[config.mk]
export PLATFORM = sky130hd
export DESIGN_NAME = arb_mux
export DESIGN_NICKNAME = d
export VERILOG_FILES = /design/src/rtl/arb_mux_pkg.sv /design/src/rtl/arb_mux_rr_arbiter.sv /design/src/rtl/arb_mux.sv
export SDC_FILE = /design/constraint.sdc
export NUM_CORES = 1
export LEC_CHECK = 0
export CAP_MARGIN = 20
export CORE_MARGIN = 1.5
export CORE_UTILIZATION = 25
export CTS_BUF_LIST = sky130_fd_sc_hd__clkbuf_16
export CTS_CLUSTER_DIAMETER = 120
export DETAILED_ROUTE_END_ITERATION = 12
export GPL_ROUTABILITY_DRIVEN = 0
export GPL_TIMING_DRIVEN = 0
export MAX_ROUTING_LAYER = met4
export PLACE_DENSITY_LB_ADDON = 0.15
export SLEW_MARGIN = 20
export SYNTH_ARGS = -nofsm -noshare
export SYNTH_HDL_FRONTEND = slang
export SYNTH_SLANG_ARGS = --single-unit
export TNS_END_PERCENT = 1
[constraint.sdc]
create_clock -name clk -period 1.9 [get_ports clk]
set_input_delay 0.38 -clock clk [delete_from_list [all_inputs] [get_ports clk]]
set_output_delay 0.38 -clock clk [all_outputs]
set_load 0.005 [all_outputs]
[src/rtl/arb_mux_pkg.sv]
//=============================================================================
// arb_mux_pkg: shared limits and helpers for arb_mux and its arbiter.
// Revision: 1.0
//=============================================================================
`default_nettype none

package arb_mux_pkg;

   localparam int ARB_MUX_MAX_N = 16;
   localparam int ARB_MUX_IDXW  = $clog2(ARB_MUX_MAX_N);

   // Index of the set bit of a one-hot vector (0 when no bit is set).
   function automatic logic [ARB_MUX_IDXW-1:0] onehot_idx(input logic [ARB_MUX_MAX_N-1:0] v);
      logic [ARB_MUX_IDXW-1:0] idx;
      idx = '0;
      for (int i = 0; i < ARB_MUX_MAX_N; i++) begin
         if (v[i]) idx = idx | ARB_MUX_IDXW'(i);
      end
      return idx;
   endfunction

endpackage

`default_nettype wire

[src/rtl/arb_mux_rr_arbiter.sv]
//=============================================================================
// rr_arbiter: combinational one-hot arbiter, priority starting at ptr and wrapping.
// Revision: 1.0
//=============================================================================
`default_nettype none

module rr_arbiter #(
   parameter  int N    = 4,
   localparam int SELW = $clog2(N)
) (
   input  logic [N-1:0]    req,
   input  logic [SELW-1:0] ptr,
   output logic [N-1:0]    gnt
);

   logic [N-1:0]   mask;
   logic [2*N-1:0] dbl;
   logic [2*N-1:0] first;

   // Lower half holds requests at or above ptr, upper half all requests, so the
   // lowest set bit of the double-width vector is the wrapped winner.
   always_comb begin
      for (int i = 0; i < N; i++) begin
         mask[i] = (SELW'(i) >= ptr);
      end
      dbl   = {req, req & mask};
      first = dbl & (~dbl + (2*N)'(1));
      gnt   = first[N-1:0] | first[2*N-1:N];
   end

endmodule

`default_nettype wire

[src/rtl/arb_mux.sv]
//=============================================================================
// arb_mux: registered N:1 valid/ready mux with arbitration or forced select.
// Define ARB_MUX_RR_EN for round-robin; otherwise fixed priority (lowest index).
// Revision: 1.0
//=============================================================================
`default_nettype none

module arb_mux
   import arb_mux_pkg::*;
#(
   parameter  int WIDTH = 32,
   parameter  int N     = 4,
   localparam int SELW  = $clog2(N)
) (
   input  logic               clk,
   input  logic               rst_n,
   input  logic [N-1:0]       in_valid,
   input  logic [N*WIDTH-1:0] in_data,
   output logic [N-1:0]       in_ready,
   input  logic               sel_en,
   input  logic [SELW-1:0]    sel,
   output logic               out_valid,
   output logic [WIDTH-1:0]   out_data,
   output logic [SELW-1:0]    out_sel,
   input  logic               out_ready
);

   localparam logic [SELW:0] N_EXT = (SELW+1)'(N);

   logic [N-1:0]     req;
   logic [N-1:0]     grant;
   logic [SELW-1:0]  ptr;
   logic [SELW-1:0]  win_idx;
   logic [WIDTH-1:0] win_data;
   logic             load_ok;
   logic             transfer;

   always_comb begin
      req = in_valid;
      if (sel_en) begin
         req = '0;
         if ({1'b0, sel} < N_EXT) req[sel] = in_valid[sel];
      end
   end

   rr_arbiter #(.N(N)) u_arb (
      .req (req),
      .ptr (ptr),
      .gnt (grant)
   );

   // rst_n gating keeps in_ready low while the output register is held in reset.
   assign load_ok  = ~out_valid | out_ready;
   assign in_ready = grant & {N{load_ok & rst_n}};
   assign transfer = |(in_valid & in_ready);
   assign win_idx  = SELW'(onehot_idx(ARB_MUX_MAX_N'(grant)));
   assign win_data = in_data[win_idx*WIDTH +: WIDTH];

   always_ff @(posedge clk or negedge rst_n) begin
      if (!rst_n) begin
         out_valid <= 1'b0;
         out_data  <= '0;
         out_sel   <= '0;
      end else if (transfer) begin
         out_valid <= 1'b1;
         out_data  <= win_data;
         out_sel   <= win_idx;
      end else if (out_ready) begin
         out_valid <= 1'b0;
      end
   end

`ifdef ARB_MUX_RR_EN
   always_ff @(posedge clk or negedge rst_n) begin
      if (!rst_n) begin
         ptr <= '0;
      end else if (transfer && !sel_en) begin
         ptr <= (win_idx == SELW'(N-1)) ? '0 : win_idx + SELW'(1);
      end
   end
`else
   assign ptr = '0;
`endif

endmodule

`default_nettype wire

==> impl_metrics.json <==
{
  "wire_per_inst_um": 17.1,
  "rsz0062_at_grt": "yes",
  "finalNetCount": 555,
  "hold_ws_ns": 0.132,
  "fillers": 827,
  "final_util_pct": 52.0,
  "grt_first_pass_wirelength_um": 14000,
  "max_freq_mhz": 529,
  "io_pins": 177,
  "seqCellArea_um2": 876,
  "worst_pin_slew_ns": 0.557,
  "setup_tns_ns": 0,
  "portBuffers": 176,
  "globalRoute.totalOverflow": 0,
  "synth_cell_types": 28,
  "hp-class": "in2async",
  "clk_latency_ns": 0.27,
  "num_rows": 34,
  "place_area_um2": 4180,
  "fp.dieW_um": 98.3,
  "dr.pass1.iters": 6,
  "clock_sinks": 35,
  "crit_fanout": 10,
  "cellLeakagePower_nw": 1.90,
  "ys_warn_count": 0,
  "yosysSeqAreaShare_pct": 38.6,
  "stdcell_count": 526,
  "ir_drop_v": 0.000325,
  "top_layer": "met4",
  "skew_ns": 0.00302,
  "htree_num_levels": 2,
  "power.density_nw_per_um2": 668,
  "area_growth_pct": 101,
  "finalHoldViolations": 0,
  "final_area_um2": 4560,
  "slew_headroom_pct": 62.9,
  "crit_type": "in2reg",
  "drive_gt1_share_pct": 21.3,
  "start_util_pct": 25.9,
  "vias": 2722,
  "maxSlewViolCount": 0,
  "drc_errors": 0,
  "period_share_pct": 99.5,
  "outcome": "completed",
  "grt_pass1_vias": 2785,
  "coreArea_um2": 8760,
  "end_kind": "flop",
  "maxCapViolCount": 0,
  "cp-start-kind": "input port",
  "track_usage_pct": 18.6,
  "die_h_um": 98.3,
  "drt_iter0_markers": 182,
  "finalSetupViolCount": 0,
  "grt_max_degree": 32,
  "period_needed_ns": 1.89,
  "dieArea_um2": 9660,
  "cts-root-buf": "clkbuf_16",
  "multi_input_area_um2": 1350,
  "ys_seq_elements": 35,
  "synth.cell_area_um2": 2270,
  "cts_inserted_buffers": 5,
  "wl_um": 8990,
  "syn_avg_cell_area_um2": 10.3,
  "dp_hpwl_um": 6490,
  "vias_per_cell": 5.17,
  "cts_max_path_buffers": 2,
  "routed-wl-met3_um": 643,
  "path_clk_slew_ns": 0.05,
  "required_ns": 2.04,
  "drtAntennaViolNets": 0,
  "met2_length_um": 4630,
  "cts_tree": "yes",
  "critPathArrivalTime_ns": 2.03,
  "syn_nets": 359,
  "antenna_found_initial": 0,
  "wl_met1_um": 3650,
  "syn_inst": 221,
  "dp_cells": 506,
  "diodes": 0
}
[layout make-up]
type                            instances  share of cell area, %
Clock buffer                            5                   2.74
Inverter                                2                  0.165
Sequential cell                        35                   19.2
Tap cell                              108                   2.96
Buffer                                 20                   3.57
Clock inverter                          3                  0.247
Multi-Input combinational cell        163                   29.7
Timing Repair Buffer                  190                   41.4
[cells by family (layout without fill, tap and decap cells)]
family	Yosys count	in the layout	synth area share [%]
buf+inv	23	220	5.46
mux	33	33	20.9
compound gates	78	78	25.4
simple gates	52	52	9.65
flops	35	35	38.6
[placed cells by master (no fill, tap or decap), types with 2 or more instances in the layout]
master / count
clkdlybuf4s50_1: 165
buf_6: 2
o21ai_0: 3
mux2_2: 4
a21oi_4: 2
a21oi_1: 33
buf_2: 5
clkbuf_16: 5
nor2_1: 37
clkbuf_4: 3
clkbuf_2: 7
dlygate4sd2_1: 3
a222oi_1: 32
buf_12: 5
nand2_1: 3
inv_1: 3
nor3_4: 2
mux2_4: 28
buf_4: 15
dfrtp_1: 35
clkinv_1: 2
[synthesized netlist by cell type (all sizes together)]
master	instances	area share, %
o22a	1	0.44
nor3b	1	0.33
a211o	1	0.39
a21oi	35	7.9
and3	1	0.28
nor2b	1	0.28
clkbuf	10	1.7
dfrtp	35	39
o21ai	4	0.88
o22ai	1	0.28
o21a	2	0.66
buf	11	3.5
o2bb2ai	1	0.39
inv	2	0.33
mux2i	1	0.44
a21boi	1	0.33
nand2b	2	0.55
nand3	1	0.22
and3b	1	0.39
nor3	3	0.66
nor2	38	6.3
a222oi	32	14
nand2	4	0.66
mux2	32	21
[path summary, 6_finish.rpt]
check / startpoint / end / slack (ns) / cells after the start
min in group clk: out_sel[1] / out_sel[1] / 0.51 / 1
max in group asynchronous: rst_n / out_data[29] / 1.14 / 2
worst max register to register: out_valid / out_sel[1] / 0.33 / 7
worst min-delay path: rst_n / out_data[19] / 0.13 / 2
worst max-delay path: in_valid[0] / out_data[2] / 0.009 / 10
worst min register to register: out_sel[1] / out_sel[1] / 0.51 / 1
[repair_timing]
action                                  in CTS  in global routing
endpoints found under the setup margin      38                 37
gates cloned                                 1                  0
pin swaps                                   12                 14
buffers inserted                            11                  0
gates resized for setup                     48                 37
hold buffers                                 1                  0
hold endpoints to repair                     4                  0
[layer usage]
metal	global-route usage, %	vias to the layer above
met5	-	-
met3	3.58	6
met4	3.68	0
li1	-	1259
met1	22.0	1329
met2	32.9	128
[where the power goes]
| group | total [mW] | switching, mW | internal (mW) | leakage [nW] |
|---|---|---|---|---|
| clock | 0.746 | 0.275 | 0.471 | 0.0701 |
| sequential | 1.01 | 0.0906 | 0.919 | 0.393 |
| combinational | 1.29 | 0.463 | 0.826 | 1.44 |
[critical path, cell delays in order]
cell and delay (ns):
clkdlybuf4s15_2 0.25, nor2_2 0.06, buf_4 0.12, buf_4 0.12, buf_4 0.12, nand3_1 0.12
a21oi_4 0.10, buf_4 0.20, a222oi_1 0.41, a21oi_1 0.14
[state kept, by name, summed over array words and instances (netlist names)]
signal	cells
out_data	32
out_sel	2
out_valid	1
[through the flow]
step           worst slack, ns  total power [mW]
6_report               0.00875              3.04
5_1_grt                -0.0685              3.23
4_1_cts                -0.0873              3.06
3_5_place_dp            -0.801              2.24
3_3_place_gp             -2.06              2.22
2_1_floorplan            0.149              1.45
No activity file was read; power rests on OpenSTA's default activity.
